`src/rtl/adbg_jsp_wb_arbiter.sv`:
```
// ============================================================================
// adbg_jsp_wb_arbiter
//
// Round-robin Wishbone arbiter. It lets NUM_REQ masters share the single JSP
// BIU slave port. One master owns the slave at a time. The owner keeps the
// grant for as long as it holds m_cyc_i, so locked bursts are never split.
// If a strobe stalls for TIMEOUT cycles with no ack or err from the slave,
// the transfer is aborted. The owner then sees a one-cycle error, and
// timeout_o pulses for that same cycle.
//
// Parameters
//   NUM_REQ  number of masters (2..8)
//   TIMEOUT  number of stalled strobe cycles before an abort (2..1023)
//
// Ports
//   wb_clk_i, wb_rst_i      clock, asynchronous active-high reset
//   m_cyc_i/stb_i/we_i      per-master cycle, strobe, write enable (bit i)
//   m_adr_i/sel_i/dat_i     per-master address, byte select, write data
//                           (slice i belongs to master i)
//   m_dat_o                 read data, broadcast to every master
//   m_ack_o, m_err_o        per-master ack / error
//   s_*_o                   request toward the BIU slave
//   s_dat_i/ack_i/err_i     response from the BIU slave
//   grant_o                 one-hot current owner, zero when there is no owner
//   timeout_o               one-cycle pulse on a stall abort
// ============================================================================
module adbg_jsp_wb_arbiter #(
    parameter int NUM_REQ = 4,
    parameter int TIMEOUT = 255
) (
    input  logic                   wb_clk_i,
    input  logic                   wb_rst_i,
    input  logic [NUM_REQ-1:0]     m_cyc_i,
    input  logic [NUM_REQ-1:0]     m_stb_i,
    input  logic [NUM_REQ-1:0]     m_we_i,
    input  logic [32*NUM_REQ-1:0]  m_adr_i,
    input  logic [4*NUM_REQ-1:0]   m_sel_i,
    input  logic [32*NUM_REQ-1:0]  m_dat_i,
    output logic [31:0]            m_dat_o,
    output logic [NUM_REQ-1:0]     m_ack_o,
    output logic [NUM_REQ-1:0]     m_err_o,
    output logic                   s_cyc_o,
    output logic                   s_stb_o,
    output logic                   s_we_o,
    output logic [31:0]            s_adr_o,
    output logic [3:0]             s_sel_o,
    output logic [31:0]            s_dat_o,
    input  logic [31:0]            s_dat_i,
    input  logic                   s_ack_i,
    input  logic                   s_err_i,
    output logic [NUM_REQ-1:0]     grant_o,
    output logic                   timeout_o
);

    localparam int IW = (NUM_REQ > 1) ? $clog2(NUM_REQ) : 1;
    localparam int CW = $clog2(TIMEOUT + 1);

    typedef enum logic [1:0] {
        IDLE    = 2'd0,
        BUSY    = 2'd1,
        ERR     = 2'd2,
        RELEASE = 2'd3
    } state_t;

    state_t             state;
    state_t             state_next;
    logic [NUM_REQ-1:0] grant;
    logic [NUM_REQ-1:0] grant_next;
    logic [IW-1:0]      last;
    logic [IW-1:0]      last_next;
    logic [CW-1:0]      stall_cnt;
    logic [CW-1:0]      stall_cnt_next;

    logic               req_found;
    logic [IW-1:0]      req_winner;

    logic [31:0]        adr_arr [NUM_REQ];
    logic [31:0]        dat_arr [NUM_REQ];
    logic [3:0]         sel_arr [NUM_REQ];

    logic               own_cyc;
    logic               own_stb;
    logic               own_we;
    logic               stall_hit;

    // Split the flat per-master buses into arrays. The owner's fields can
    // then be selected by index.
    for (genvar i = 0; i < NUM_REQ; i++) begin : g_split
        assign adr_arr[i] = m_adr_i[32*i +: 32];
        assign dat_arr[i] = m_dat_i[32*i +: 32];
        assign sel_arr[i] = m_sel_i[4*i +: 4];
    end

    // "last" is loaded with the winner, so outside IDLE it is the owner index.
    assign own_cyc = m_cyc_i[last];
    assign own_stb = m_stb_i[last];
    assign own_we  = m_we_i[last];

    // A stalled strobe at this count would bring the counter to TIMEOUT.
    assign stall_hit = (stall_cnt == CW'(TIMEOUT - 1));

    assign grant_o = grant;
    assign m_dat_o = s_dat_i;

    // Round-robin search. It starts just after the previous owner and wraps.
    // The first master that holds cyc wins.
    always_comb begin : rr_search
        logic [IW-1:0] idx;
        idx        = '0;
        req_found  = 1'b0;
        req_winner = '0;
        for (int k = 1; k <= NUM_REQ; k++) begin
            idx = IW'((int'(last) + k) % NUM_REQ);
            if (!req_found && m_cyc_i[idx]) begin
                req_found  = 1'b1;
                req_winner = idx;
            end
        end
    end

    // Next-state logic and outputs. The slave only sees the owner's signals,
    // and only in BUSY. The stall counter restarts whenever the slave
    // responds, so an ack in the final allowed cycle prevents the abort.
    always_comb begin
        state_next     = state;
        grant_next     = grant;
        last_next      = last;
        stall_cnt_next = '0;
        s_cyc_o        = 1'b0;
        s_stb_o        = 1'b0;
        s_we_o         = 1'b0;
        s_adr_o        = '0;
        s_sel_o        = '0;
        s_dat_o        = '0;
        m_ack_o        = '0;
        m_err_o        = '0;
        timeout_o      = 1'b0;

        case (state)
            IDLE: begin
                if (req_found) begin
                    state_next             = BUSY;
                    grant_next             = '0;
                    grant_next[req_winner] = 1'b1;
                    last_next              = req_winner;
                end
            end
            BUSY: begin
                s_cyc_o       = own_cyc;
                s_stb_o       = own_stb;
                s_we_o        = own_we;
                s_adr_o       = adr_arr[last];
                s_sel_o       = sel_arr[last];
                s_dat_o       = dat_arr[last];
                m_ack_o[last] = s_ack_i & own_stb;
                m_err_o[last] = s_err_i & own_stb;
                if (!own_cyc) begin
                    state_next = IDLE;
                    grant_next = '0;
                end else if (s_ack_i || s_err_i) begin
                    stall_cnt_next = '0;
                end else if (own_stb) begin
                    if (stall_hit) begin
                        state_next = ERR;
                    end else begin
                        stall_cnt_next = stall_cnt + 1'b1;
                    end
                end else begin
                    stall_cnt_next = stall_cnt;
                end
            end
            ERR: begin
                m_err_o[last] = 1'b1;
                timeout_o     = 1'b1;
                state_next    = RELEASE;
            end
            RELEASE: begin
                // Keep the grant until the aborted master lets go of cyc.
                // This stops it from finishing a transfer on the slave.
                if (!own_cyc) begin
                    state_next = IDLE;
                    grant_next = '0;
                end
            end
            default: begin
                state_next = IDLE;
                grant_next = '0;
            end
        endcase
    end

    // State registers. Reset sets last to the top index, so master 0 has
    // first priority afterwards.
    always_ff @(posedge wb_clk_i or posedge wb_rst_i) begin
        if (wb_rst_i) begin
            state     <= IDLE;
            grant     <= '0;
            last      <= IW'(NUM_REQ - 1);
            stall_cnt <= '0;
        end else begin
            state     <= state_next;
            grant     <= grant_next;
            last      <= last_next;
            stall_cnt <= stall_cnt_next;
        end
    end

endmodule

```
`config.mk`:
```
export PLATFORM = sky130hd
export DESIGN_NAME = adbg_jsp_wb_arbiter
export DESIGN_NICKNAME = d
export VERILOG_FILES = /design/src/rtl/adbg_jsp_wb_arbiter.sv
export SDC_FILE = /design/constraint.sdc
export NUM_CORES = 1
export LEC_CHECK = 0
export ABC_AREA = 1
export CORE_AREA = 2 2 169 171
export DETAILED_ROUTE_END_ITERATION = 8
export DIE_AREA = 0 0 171 173
export PLACE_DENSITY = 0.51
export SETUP_SLACK_MARGIN = 0.02
export SYNTH_ARGS = -nofsm -noshare
export SYNTH_HDL_FRONTEND = slang
export SYNTH_SLANG_ARGS = --single-unit
```
`constraint.sdc`:
```
create_clock -name wb_clk_i -period 3.1 [get_ports wb_clk_i]
set_input_delay 0.62 -clock wb_clk_i [delete_from_list [all_inputs] [get_ports wb_clk_i]]
set_output_delay 0.62 -clock wb_clk_i [all_outputs]
set_load 0.01 [all_outputs]
```
==> results_dict.tcl, run 1 <==
set metrics [dict create \
    criticalPathCategory "reg2out" \
    path_buf_inv 3 \
    maxCapViolCount 0 \
    antenna_found_initial 2 \
    hold_viol 0 \
    coreArea_mm2 0.0276 \
    combPwrFrac 0.895 \
    first_iter_violations 219 \
    grt_pass1_wl_mm 32.0 \
    finClkSkew_ns 0.00229 \
    internal_power_mw 2.80 \
    required_ns 2.48 \
    min_period_ns 2.98 \
    firstDrtPassIters 4 \
    cts_root_buf "clkbuf_16" \
    cp_max_fo 41 \
    fmax_mhz 336 \
    vias_per_cell 4.08 \
    worst_pin_slew_ns 0.599 \
    postPlaceCellArea_mm2 0.00783 \
    row_count 61 \
    fillCellCount 3166 \
    syn_to_final_growth_pct 105 \
    power_density_mw_per_mm2 737 \
    cts.clk_slew.worst_paths_ns 0.05 \
    cts_buffers 3 \
    hpwl_mm 17.1 \
    place_congestion 0.843 \
    tns_ns 0 \
    grt_overflow 0 \
    slew_headroom 0.600 \
    ys_ff_latch 16 \
    cp-start-kind "register" \
    io_pins 436 \
    grt_pass1_vias 5773 \
    clock_latency_ns 0.24 \
    worstHoldPathType "reg2reg" \
    leakage_nw 3.14 \
    ir_drop_uv 291 \
    netlist_instances 774 \
    cts_tree "done" \
    initial_core_util 0.141 \
    total_power_mw 5.88 \
    finalSetupViolCount 0 \
    ys_seq_area_frac 0.103 \
    wl_mm 21.8 \
    synth_area_mm2 0.00389 \
    critPathArrivalTime_ns 2.36 \
    nNetsFinal 1413 \
    dieArea_mm2 0.0296 \
    setup_ws_ns 0.125 \
    portBuffers 371 \
    syn_nets 1105 \
    die_y_um 173 \
    power_frac_seq 0.058 \
    final_max_slew_viol_count 0 \
    period_share 0.960 \
    end_kind "output port" \
    p_clk_frac 0.047 \
    ant_nets 0 \
    max_stage_delay_ns 0.71 \
    yosys_warnings 0 \
    p_sw_frac 0.523 \
    h-tree-depth 1 \
    worstPathCellList "buf_4 -> buf_12 -> nor2_1 -> nor2_1 -> o21ai_0 -> a21oi_1 -> clkdlybuf4s50_1" \
    grt_max_degree 57 \
    dp_slack_ns 0.0885 \
    rsz0062_at_grt "false" \
    syn_area_per_cell_um2 5.03 \
    via_count 5954 \
    wl_per_cell_um 15.0 \
    cpLargestDelayFamily "buffers and inverters" \
    switchingPower_mw 3.08 \
    final_area_mm2 0.00797 \
    die_w_um 171 \
    drive_gt1_frac 0.0426 \
    grt_use_total 0.137 \
    clock-sinks 16 \
    status "completed" \
    clockBufferDepth 2 \
    crit_top_cell "nor2_1" \
    drc 0 \
    cp_slowest_cell "dfstp_4" \
    synth.distinct_cells 31 \
]
[metrics by stage]
| stage | hold slack, ns | instances | utilization |
|---|---|---|---|
| 2_1_floorplan | 0.450 | 774 | - |
| 3_3_place_gp | 0.469 | 1452 | 0.283 |
| 3_5_place_dp | 0.475 | 1452 | 0.283 |
| 4_1_cts | 0.486 | 1456 | 0.286 |
| 5_1_grt | 0.520 | 1459 | 0.289 |
| 6_report | 0.483 | 1460 | 0.289 |
[synth_stat cells]
cell type / count / share of area
nor2_1: 293 / 0.28
o21ai_0: 142 / 0.18
a21oi_1: 75 / 0.096
nand2_1: 59 / 0.057
buf_4: 32 / 0.062
clkbuf_1: 31 / 0.030
inv_1: 30 / 0.029
nand3_1: 20 / 0.026
buf_2: 16 / 0.021
dfrtp_1: 14 / 0.090
ha_1: 11 / 0.035
o21ai_1: 8 / 0.010
buf_1: 7 / 0.0067
nand2_2: 7 / 0.011
nor3_1: 5 / 0.0064
inv_2: 3 / 0.0029
nand4_1: 3 / 0.0048
nor2_2: 3 / 0.0048
dfstp_2: 2 / 0.013
nor2_4: 2 / 0.0058
a21boi_0: 1 / 0.0019
a21boi_1: 1 / 0.0019
buf_6: 1 / 0.0029
clkinv_1: 1 / 0.00096
nand3_2: 1 / 0.0026
nand3b_1: 1 / 0.0019
nand4_2: 1 / 0.0032
o21ai_2: 1 / 0.0022
o21bai_1: 1 / 0.0019
o22ai_1: 1 / 0.0016
xor2_1: 1 / 0.0022
[sequential cells by signal, summed over array words and instances (netlist names), named ones only]
name and count:
grant_o 4, last 2, stall_cnt 8, state 1
[layout make-up]
cell class	instances	area, µm²	share of cell area
Clock buffer	4	88.8	0.0111
Inverter	34	130	0.0163
Antenna cell	1	2.50	0.000314
Sequential cell	16	410	0.0515
Tap cell	378	473	0.0593
Multi-Input combinational cell	637	2890	0.363
Timing Repair Buffer	390	3980	0.499
[worst min-delay path, delay by kind of cell, from the launching register on]
kind / cells / cell delay [ns]
compound gates: 1 / 0.07
flops: 1 / 0.35
buf+inv: 1 / 0.04
[path summary, 6_finish.rpt]
| check | from | end | slack [ns] | cells after the start |
|---|---|---|---|---|
| max | last[0] | s_sel_o[1] | 0.12 | 7 |
| min | stall_cnt[5] | stall_cnt[5] | 0.48 | 2 |
| max reg2reg | last[0] | grant_o[0] | 0.72 | 12 |
| min reg2reg | stall_cnt[5] | stall_cnt[5] | 0.48 | 2 |
| max in group asynchronous | wb_rst_i | grant_o[0] | 1.96 | 2 |
| min in group asynchronous | wb_rst_i | stall_cnt[3] | 0.75 | 2 |
[cell usage in the layout (no fill, tap or decap), drive strengths merged, types with 2 or more instances in the layout]
master           n
dfstp            2
dlymetal6s2s     3
inv             34
dfrtp           14
clkbuf           5
o21ai          151
a21oi           75
clkdlybuf4s50  368
nor2           298
nor3             5
buf             18
a21boi           2
nand3           21
nand2           66
nand4            4
ha              11
[timing repair]
action                                  in CTS  in global routing
gates resized for setup                      1                  7
buffers inserted                             0                  2
gates cloned                                 0                  1
hold buffers                                 0                  0
endpoints found under the setup margin       1                  9
[cell families (layout without fill, tap and decap cells)]
family / count (synthesis) / count (layout) / share of synthesized area
AOI/OAI and AO/OA: 230 / 230 / 0.299
xor gates and xnor gates: 1 / 1 / 0.00225
adders and majority gates: 11 / 11 / 0.0353
buffers and inverters: 121 / 428 / 0.155
DFF: 16 / 16 / 0.103
other: 0 / 1 / 0
and+or+nand+nor: 395 / 395 / 0.406
[routing by layer]
metal,track usage,part of all wire,vias up
li1,-,-,3094
met1,0.153,0.40,2567
met2,0.252,0.49,249
met3,0.0357,0.083,44
met4,0.0353,0.029,0
met5,0,0,-
[power groups by stage]
stage	Sequential [mW]	Combinational (mW)	Clock, mW
after floorplan	0.309	2.90	0
after global placement	0.346	5.24	0
after detailed placement	0.347	5.24	0
after CTS	0.346	5.27	0.281
after global routing	0.351	5.83	0.296
final	0.341	5.26	0.277
Power figures use the tool's default switching activity.
==> run 2, diff against run 1 <==
clock period = 3.2 ns   (was 3.1 ns; I/O delays follow)
==> run 2 against run 1 <==
Worst setup slack worse by 0.0026 ns. Clock-buffer cell count stayed put. Critical path type is now in2out. First-iteration DRC count up 35%. Largest power group unchanged. Combinational power fell by 2%. Design area up 0.22%. Largest cell class unchanged. Clock skew increased by 0.0029 ns. Highest routed layer unchanged.
==> results_dict.tcl, run 2 (synthesis gave the netlist of run 1 again) <==
set metrics [dict create \
    register_area_um2 410 \
    tns_ns 0 \
    fmax_mhz 325 \
    final_area_mm2 0.00799 \
    clock_latency_ns 0.25 \
    cts_buffers 3 \
    finalSetupViolCount 0 \
    final_max_slew_viol_count 0 \
    wl_mm 22.4 \
    initial_core_util 0.141 \
    die_y_um 173 \
    vias_per_cell 4.12 \
    worst_pin_slew_ns 0.665 \
    rr_worst_depth 12 \
    worstSetupStartpoint "m_stb_i[1]" \
    mostFrequentLayoutCell "clkdlybuf4s50_1" \
    postPlaceCellArea_mm2 0.00783 \
    cp-start-kind "input port" \
    antenna_found_initial 1 \
    max_stage_delay_ns 0.57 \
    cts_tree "done" \
    criticalPathCategory "in2out" \
    worstPathCellList "clkdlybuf4s50_1 -> nand2_1 -> nand3_1 -> nand2_1 -> nor2_1 -> a21oi_1 -> nor3_1 -> clkdlybuf4s50_1" \
    min_period_ns 3.08 \
    io_pins 436 \
    finClkSkew_ns 0.00522 \
    first_iter_violations 295 \
    fillCellCount 3163 \
    rsz0062_at_grt "false" \
    period_share 0.962 \
    place_congestion 0.827 \
    status "completed" \
    maxCapViolCount 0 \
    total_power_mw 5.75 \
    hpwl_mm 17.4 \
    die_w_um 171 \
    cp_slowest_cell "clkdlybuf4s50_1" \
    largest_register_ffs 8 \
    whs_path_depth 2 \
    cts.clk_slew.worst_paths_ns 0.05 \
    cp_max_fo 4 \
    rr_startpoint "last[1]" \
    hold_viol 0 \
    ir_drop_uv 306 \
    layout_common_cells "370 x clkdlybuf4s50_1, 293 x nor2_1, 142 x o21ai_0" \
    via_count 6032 \
    wl_per_cell_um 15.3 \
    coreArea_mm2 0.0276 \
    slew_headroom 0.556 \
    nNetsFinal 1417 \
    stdcell_count 1465 \
    grt_max_degree 68 \
    largest_register "stall_cnt" \
    worstHoldPathType "reg2reg" \
    fin_util 0.289 \
    end_kind "output port" \
    cts_root_buf "clkbuf_16" \
    drive_gt1_frac 0.0442 \
    h-tree-depth 1 \
    dp.cells 1456 \
    clockBufferDepth 2 \
    critPathArrivalTime_ns 2.44 \
    drc 0 \
    row_count 61 \
    ant_nets 0 \
    leakage_nw 3.12 \
    grt_use_total 0.136 \
    grt_pass1_vias 5747 \
    grt_overflow 0 \
    grt_pass1_wl_mm 31.9 \
    power_density_mw_per_mm2 720 \
    portBuffers 371 \
    multi_input_area_mm2 0.00289 \
    dieArea_mm2 0.0296 \
    ctsHoldBuffers 0 \
    clock-sinks 16 \
    cpLargestDelayFamily "buffers and inverters" \
    required_ns 2.56 \
    worst-path-stages 8 \
    syn_to_final_growth_pct 105 \
    path_buf_inv 2 \
    firstDrtPassIters 4 \
    min_from "grant_o[3]" \
]
run 2: where the power goes:
part | total [mW] | switching (mW) | internal (mW)
clock | 0.250 | 0.0807 | 0.169
combinational | 5.18 | 2.89 | 2.29
sequential | 0.320 | 0.0553 | 0.265
run 2: timing repair:
item	in CTS	in global routing
setup endpoints to repair	0	10
resized for setup	0	4
setup buffers	0	1
run 2: metrics by stage:
stage / hold WS, ns / setup WS, ns
final: 0.481 / 0.122
after global routing: 0.509 / 0.0251
after CTS: 0.485 / 0.0202
after detailed placement: 0.474 / 0.135
after global placement: 0.470 / 0.184
after floorplan: 0.450 / 0.921
run 2: cell type report:
| cell class | instances | area share |
|---|---|---|
| repair buffers | 394 | 0.501 |
| multi-input cells | 637 | 0.362 |
| well taps | 378 | 0.0592 |
| flip-flops and latches | 16 | 0.0514 |
| inverters | 34 | 0.0166 |
| clock buffers | 4 | 0.00986 |
| diodes | 2 | 0.000626 |
run 2: final timing paths:
kind                       slack (ns)            to
max                              0.12    m_err_o[2]
min                              0.48    grant_o[3]
max reg2reg                      0.78    grant_o[0]
min reg2reg                      0.48    grant_o[3]
max in group asynchronous        1.98  stall_cnt[4]
min in group asynchronous        0.79  stall_cnt[7]
run 2: per-layer routing:
metal,vias to the layer above,GRT usage,share of wire
met5,-,0,0
met4,0,0.0282,0.022
met3,26,0.0311,0.075
met2,233,0.253,0.50
met1,2666,0.156,0.40
li1,3107,-,-
run 2: tightest hold or removal path, delay by kind of cell, from the launching register on:
family	cells	cell delay [ns]
flip-flops	1	0.34
AND/OR/NAND/NOR	2	0.10
